$ cat config.mk
export PLATFORM = sky130hd
export DESIGN_NAME = gcd_engine
export DESIGN_NICKNAME = d
export VERILOG_FILES = /design/src/rtl/gcd_pkg.sv /design/src/rtl/gcd_datapath.sv /design/src/rtl/gcd_engine.sv
export SDC_FILE = /design/constraint.sdc
export NUM_CORES = 1
export LEC_CHECK = 0
export ABC_AREA = 1
export CAP_MARGIN = 20
export CORE_MARGIN = 5
export CORE_UTILIZATION = 55
export DETAILED_ROUTE_END_ITERATION = 10
export PLACE_DENSITY = 0.79
export SETUP_SLACK_MARGIN = 0.02
export SKIP_CTS_REPAIR_TIMING = 1
export SLEW_MARGIN = 30
export SYNTH_ARGS = -nofsm -noshare
export SYNTH_HDL_FRONTEND = slang
export SYNTH_HIERARCHICAL = 1
export SYNTH_SLANG_ARGS = --single-unit
$ cat constraint.sdc
create_clock -name clk -period 6.4 [get_ports clk]
set_input_delay 0.96 -clock clk [delete_from_list [all_inputs] [get_ports clk]]
set_output_delay 0.96 -clock clk [all_outputs]
set_load 0.01 [all_outputs]
$ cat src/rtl/gcd_pkg.sv
// rtl/gcd_pkg.sv - shared widths and FSM state encoding for gcd_engine.
package gcd_pkg;
  localparam int WIDTH  = 16;
  localparam int ITER_W = 16;

  typedef logic [1:0] state_t;
  localparam state_t ST_IDLE = 2'd0;
  localparam state_t ST_CALC = 2'd1;
  localparam state_t ST_DONE = 2'd2;
endpackage

$ cat src/rtl/gcd_datapath.sv
// rtl/gcd_datapath.sv - operand registers, subtractor, magnitude compare and zero detect.
module gcd_datapath #(
  parameter int WIDTH = gcd_pkg::WIDTH
) (
  input  logic             clk,
  input  logic             rst,
  input  logic             load,
  input  logic             sub_a,
  input  logic             sub_b,
  input  logic [WIDTH-1:0] a_in,
  input  logic [WIDTH-1:0] b_in,
  output logic             gt,
  output logic             eq,
  output logic             lt,
  output logic             a_zero,
  output logic             b_zero,
  output logic [WIDTH-1:0] final_value
);
  import gcd_pkg::*;

  logic [WIDTH-1:0] a_q;
  logic [WIDTH-1:0] b_q;

  assign gt     = (a_q > b_q);
  assign eq     = (a_q == b_q);
  assign lt     = (a_q < b_q);
  assign a_zero = (a_q == '0);
  assign b_zero = (b_q == '0);

  // When A is zero the answer is B; otherwise A covers both the B==0 and A==B exits.
  assign final_value = a_zero ? b_q : a_q;

  always_ff @(posedge clk) begin
    if (rst) begin
      a_q <= '0;
      b_q <= '0;
    end else if (load) begin
      a_q <= a_in;
      b_q <= b_in;
    end else begin
      if (sub_a) a_q <= a_q - b_q;
      if (sub_b) b_q <= b_q - a_q;
    end
  end
endmodule

$ cat src/rtl/gcd_engine.sv
// rtl/gcd_engine.sv - subtractive GCD engine with IDLE/CALC/DONE control FSM.
// Optional subtraction counter output iter_cnt under GCD_ITER_COUNT_EN.
module gcd_engine #(
  parameter int WIDTH = gcd_pkg::WIDTH
) (
  input  logic                        clk,
  input  logic                        rst,
  input  logic                        start,
  input  logic [WIDTH-1:0]            a_in,
  input  logic [WIDTH-1:0]            b_in,
  output logic                        ready,
  output logic                        done,
  output logic [WIDTH-1:0]            result
`ifdef GCD_ITER_COUNT_EN
  ,
  output logic [gcd_pkg::ITER_W-1:0]  iter_cnt
`endif
);
  import gcd_pkg::*;

  state_t           state;
  state_t           next_state;
  logic             load;
  logic             sub_a;
  logic             sub_b;
  logic             finish;
  logic             gt;
  logic             eq;
  logic             lt;
  logic             a_zero;
  logic             b_zero;
  logic [WIDTH-1:0] final_value;

  gcd_datapath #(.WIDTH(WIDTH)) u_datapath (
    .clk         (clk),
    .rst         (rst),
    .load        (load),
    .sub_a       (sub_a),
    .sub_b       (sub_b),
    .a_in        (a_in),
    .b_in        (b_in),
    .gt          (gt),
    .eq          (eq),
    .lt          (lt),
    .a_zero      (a_zero),
    .b_zero      (b_zero),
    .final_value (final_value)
  );

  always_ff @(posedge clk) begin
    if (rst) state <= ST_IDLE;
    else     state <= next_state;
  end

  always_comb begin
    next_state = state;
    case (state)
      ST_IDLE: if (start) next_state = ST_CALC;
      ST_CALC: if (a_zero || b_zero || eq) next_state = ST_DONE;
      ST_DONE: next_state = ST_IDLE;
      default: next_state = ST_IDLE;
    endcase
  end

  // Zero checks win over the magnitude flags so zero operands always terminate.
  always_comb begin
    ready  = (state == ST_IDLE);
    done   = (state == ST_DONE);
    load   = (state == ST_IDLE) && start;
    finish = (state == ST_CALC) && (a_zero || b_zero || eq);
    sub_a  = (state == ST_CALC) && !a_zero && !b_zero && gt;
    sub_b  = (state == ST_CALC) && !a_zero && !b_zero && lt;
  end

  always_ff @(posedge clk) begin
    if (rst)         result <= '0;
    else if (finish) result <= final_value;
  end

`ifdef GCD_ITER_COUNT_EN
  always_ff @(posedge clk) begin
    if (rst)
      iter_cnt <= '0;
    else if (load)
      iter_cnt <= '0;
    else if ((sub_a || sub_b) && (iter_cnt != {ITER_W{1'b1}}))
      iter_cnt <= iter_cnt + 1'b1;
  end
`endif
endmodule

---- After elaboration in Yosys (flattened, before gate mapping) ----
Index checks and enable logic that the tools add are counted.
Widths: inputs -> output; s select.
operators by class
  add/sub/neg operators ................... 2
  $lt $le $gt $ge ......................... 2
  equality and inequality tests ........... 5
  mux-type cells .......................... 8
  reductions and logical operators ........ 16
operators with widths
  cell                number
  $mux 16             5
  $logic_not 16->1    2
  $sub 16x16->16      2
  $eq 16x16->1        1
  $gt 16x16->1        1
  $lt 16x16->1        1
  $logic_and 1x1->1   6
  $mux 2              2
  $pmux 2 s2          1
  $reduce_bool 2->1   2
  $eq 2x1->1 const B  1
  $eq 2x2->1 const B  1
  $logic_not 1->1     2
  $logic_not 2->1     1
  $logic_or 1x1->1    2
  $ne 2x1->1 const B  1
  $ne 2x2->1 const B  1
  $reduce_and 2->1    1
storage, ports and cells
  flip-flop bits (word level) ............. 50
  input bits .............................. 35
  output and inout bits ................... 18

---- Longest topological paths before layout ----
  word-level depth ........................ 7
  gate-level depth with buffers ........... 18

---- Modules after synthesis ----
Netlist, hierarchy kept.
modules (own cells, without submodules)
  module        instances  cells each  area an instance (um^2)  sequential area each (um^2)
  gcd_datapath  1          569         3504.6                   640.6
  gcd_engine    1          125         920.9                    360.3

---- Worst setup path after synthesis ----
OpenSTA, ideal clock, no wires.
  path kind ............................... register to register
  start ................................... reg u_datapath.a_q[0]
  end ..................................... reg u_datapath.a_q[12]
  arrival ................................. 2.448 ns
  data required time ...................... 6.332 ns
  path slack .............................. 3.884 ns
  cell stages (with the launch flop) ...... 16
  buffers on the path ..................... 1
  clock period less this slack ............ 2.516 ns
  path through ............................ dfxtp_1 inv_1 ha_1 fa_1 o21ai_2 nand2_1 nand2_1 a31oi_1 nor2_1 inv_1 nor2_1 inv_1 nor2_1 buf_6 nand3_1 a21oi_2
RTL lines
  element                      line                source
  start: declaration           gcd_datapath.sv:21  logic [WIDTH-1:0] a_q;
  start signal: assignment     gcd_datapath.sv:38  a_q <= a_in;
  start signal: assignment     gcd_datapath.sv:41  if (sub_a) a_q <= a_q - b_q;
  $gt 16x16->1                 gcd_datapath.sv:24  assign gt = (a_q > b_q);
  net gt                       gcd_engine.sv:27    logic gt;
  $logic_and 1x1->1            gcd_engine.sv:71    sub_a = (state == ST_CALC) && !a_zero && !b_zero && gt;
  net sub_a                    gcd_engine.sv:24    logic sub_a;
  $reduce_bool 2->1 (no line)  -
The timed path passes the listed nets, and every way through them passes these cells. The select of a mux whose other input is x is not followed.
A chain may end at the register's enable or synchronous reset.

---- Worst setup path in the final report ----
  start ................................... reg u_datapath.a_q[13]
  end ..................................... reg u_datapath.a_q[12]
Same word-level chain as after synthesis.

==> impl_summary.log <==
[metrics] Leakage Power: roughly 2.3 nW
[metrics] series of cell instances along the critical path: inv_1 > ha_1 > nand2_1 > nor3_1 > nand2_1 > nand2_1 > a31oi_1 > nor2_1 > inv_1 > nor2_1 > inv_1 > nor2_1 > buf_4 > nand3_1 > a21oi_2
[metrics] kind of start point of the critical path: flop
[metrics] routed via count: 4578
[metrics] number of antenna cells inserted: 0
[metrics] final HPWL from detailed placement: 10260 um
[metrics] number of sinks on the clock net: 50
[metrics] minimum period implied by the final worst setup slack: between 3 and 4 ns
[metrics] Total Routing Usage GR: 26.31%
[metrics] global route overflow: 0
[metrics] Worst path depth: 15
[metrics] Largest stage delay, worst path: 0.51 ns
[metrics] CP Data Required Time: 6.64 ns
[metrics] number of design-rule violations left by the first detailed-router iteration: roughly 400
[metrics] Clock Root Buffer: clkbuf_8
[metrics] count of input and output buffers: 52
[metrics] post-synthesis cell count: 694
[metrics] starting utilization of the core area: between 50 and 60%
[metrics] total wire length: 13080 um
[metrics] number of antenna violations at the first check in global routing: 0
[metrics] primary flip-flop cell chosen by synthesis mapping: dfxtp_1
[metrics] crit path max fanout: 8
[metrics] crit path DAT: about 3.7 ns
[metrics] cell area reported after detailed placement: a little under 5000 um2
[metrics] Bufs on Longest Clock Path: 2
[metrics] vertical die dimension: 99.70 um
[metrics] final estimated routing congestion in global placement: between 0.9 and 1
[metrics] period utilization: 54.06%
[metrics] CP Class: flop to flop
[metrics] wire length per cell after detailed routing: 15.71 um
[metrics] Final setup viols: 0
[metrics] wire length of the first global-routing pass: 21090 um
[metrics] post-detailed-route count of antenna-violating nets: 0
[metrics] endpoints failing hold: 0
[metrics] post-route standard cell area excluding fillers: 5011 um2
[metrics] mean instance size in the synthesized netlist: 6.377 um2
[metrics] setup_tns: 0 ns
[metrics] CP endpoint kind: flop
[metrics] number of global-route vias before repair: 4467
[metrics] fraction of final layout cells sized beyond drive strength 1: 9.439%
[metrics] clock transition at the register clock pins on the worst setup and hold paths after CTS: around 0.11 ns
[metrics] maximum operating frequency: a little under 0.3 GHz
[metrics] count of TritonRoute iterations in the first routing pass: 6
[metrics] area of the core: 7767 um2
[metrics] Yosys warning count: 6
[metrics] number of DRC violations after detailed routing: 0
[metrics] post-synthesis register bit count: 50
[metrics] fraction of the yosys area taken by sequential cells: 22.62%
[metrics] pin count of the biggest net entering global routing: 38
[metrics] Crit path buffers/inverters: 4
[metrics] library cells used by synthesis: 36
[metrics] I/O pin cnt: 53
[metrics] Cell Area, Synth: around 4400 um2
[metrics] depth of the worst hold-timing path: 2
[metrics] path type of the worst min-delay path: flop to flop
[metrics] Die X-Extent: ~100 um
[metrics] VDD IR max: 0.0002106 V
[metrics] Worst Reg-to-Reg Cells: 15
[metrics] count of max-cap constraint violations: 0
[metrics] per-cell via count in the routed design: approximately 5.5
[metrics] Worst slew margin: ~40%
[metrics] critical path's slowest cell: nor2_1
[metrics] count of flip-flops with a built-in enable after synthesis: 0
[metrics] Worst path top cell family by delay: simple AND/OR/NAND/NOR gates
[metrics] outcome: complete, no violations
[metrics] Layout area overhead: 13.23%
[metrics] final clock skew: 0.01546 ns
[metrics] Worst Max-Slew Pin Slew: between 0.8 and 0.9 ns
[metrics] area enclosed by the die boundary: 9940 um2
[metrics] number of nets in the finished design: 799
[metrics] setup repair after global routing missed its margin: false
[metrics] nets in the synthesized netlist: 763
[metrics] clock tree from TritonCTS: built
[metrics] number of H-tree levels: 2
[metrics] power density over the cells: 426.0 nW/um2
[metrics] max-slew violation total from the final report: 0
[metrics] Rows: 32
[metrics] total clock buffers created by CTS: 5
[metrics] clock latency on the worst-skew pair: between 0.3 and 0.4 ns
[metrics] share of flip-flops with an asynchronous set or reset after synthesis: 0%
-- tightest hold or removal path: cells and delay by family (launching register included) --
kind	cells	cell delay [ns]
flops	1	0.34
simple gates	1	0.08
compound gates	1	0.04
-- kinds of logic (layout without fill, tap and decap cells) --
family / Yosys count / in the layout / synth area share (%)
AOI/OAI and AO/OA: 107 / 107 / 14.53
xor gates and xnor gates: 14 / 14 / 2.771
adders and majority gates: 34 / 34 / 9.952
buffers and inverters: 163 / 200 / 15.75
DFF: 50 / 50 / 22.62
and+or+nand+nor: 326 / 326 / 34.38
-- synth_stat cells (8+ instances only) --
master | count | share of area, %
nand2_1 | 192 | 16
inv_1 | 130 | 11
dfxtp_1 | 50 | 23
a21oi_1 | 46 | 5.2
nand3_1 | 44 | 5.0
ha_1 | 32 | 9.0
nor2_1 | 31 | 2.6
a22oi_1 | 22 | 3.7
o21ai_0 | 20 | 2.3
nand4_1 | 14 | 2.0
nand3_2 | 13 | 2.9
xor2_1 | 12 | 2.4
nand2_2 | 11 | 1.6
a21oi_2 | 8 | 1.6
-- report_power, final --
part	internal (mW)	switching [mW]	leakage, nW
clock network	0.0814	0.123	0.0502
logic	0.507	0.993	1.87
registers	0.378	0.0532	0.409
total	0.966	1.17	2.33
-- path summary, 6_finish.rpt --
check,startpoint,endpoint,slack [ns]
worst max register to register,u_datapath/a_q[13]$_SDFFE_PP0P_,u_datapath/a_q[12]$_SDFFE_PP0P_,2.94
worst max-delay path,u_datapath/a_q[13]$_SDFFE_PP0P_,u_datapath/a_q[12]$_SDFFE_PP0P_,2.94
worst min-delay path,result[12]$_SDFFE_PP0P_,result[12]$_SDFFE_PP0P_,0.49
worst min register to register,result[12]$_SDFFE_PP0P_,result[12]$_SDFFE_PP0P_,0.49
-- state kept, by name, indices dropped and copies added (netlist names) --
| signal | count |
|---|---|
| u_datapath/b_q | 16 |
| u_datapath/a_q | 16 |
| result | 16 |
| state | 2 |
-- metrics by stage --
stage / total power, mW / hold slack, ns / instances / utilization, % / worst slack [ns]
after floorplan: 1.571 / 0.4801 / 694 / - / 3.884
after global placement: 1.871 / 0.4615 / 825 / 63.26 / 2.763
after detailed placement: 1.900 / 0.4669 / 825 / 63.26 / 3.084
after CTS: 2.118 / 0.4931 / 833 / 64.51 / 2.995
after global routing: 2.322 / 0.5054 / 833 / 64.51 / 2.664
final: 2.135 / 0.4856 / 833 / 64.51 / 2.940
-- placed cells by master, fill, tap and decap left out, drive strengths merged --
cell	count
clkbuf	5
a21oi	54
and2	3
nand4	14
xor2	12
buf	3
clkinv	2
o21a	1
nand2	205
a31o	1
fa	2
o21ai	21
inv	138
ha	32
a31oi	7
nor4	1
nand3b	1
clkdlybuf4s50	52
nand3	57
xnor2	2
a22oi	22
nor2	42
dfxtp	50
nor3	3
o311ai	1
-- per-layer routing --
| metal | vias up | track usage, % | routed length (um) |
|---|---|---|---|
| li1 | 2257 | - | - |
| met1 | 2104 | 32.13 | 5510 |
| met2 | 177 | 44.23 | 6146 |
| met3 | 40 | 3.647 | 764 |
| met4 | 0 | 14.60 | 663 |
| met5 | - | 0 | 0 |
-- cell type report --
cell class                 instances  area [um2]
clock buffer                       5       68.82
clock inverter                     3       28.78
fill                             756        2756
inverter                         137       514.2
multi-input combinational        481        2728
sequential                        50        1001
tap                              102       127.6
timing repair buffer              55       543.0
(Power assumes the default switching activity.)
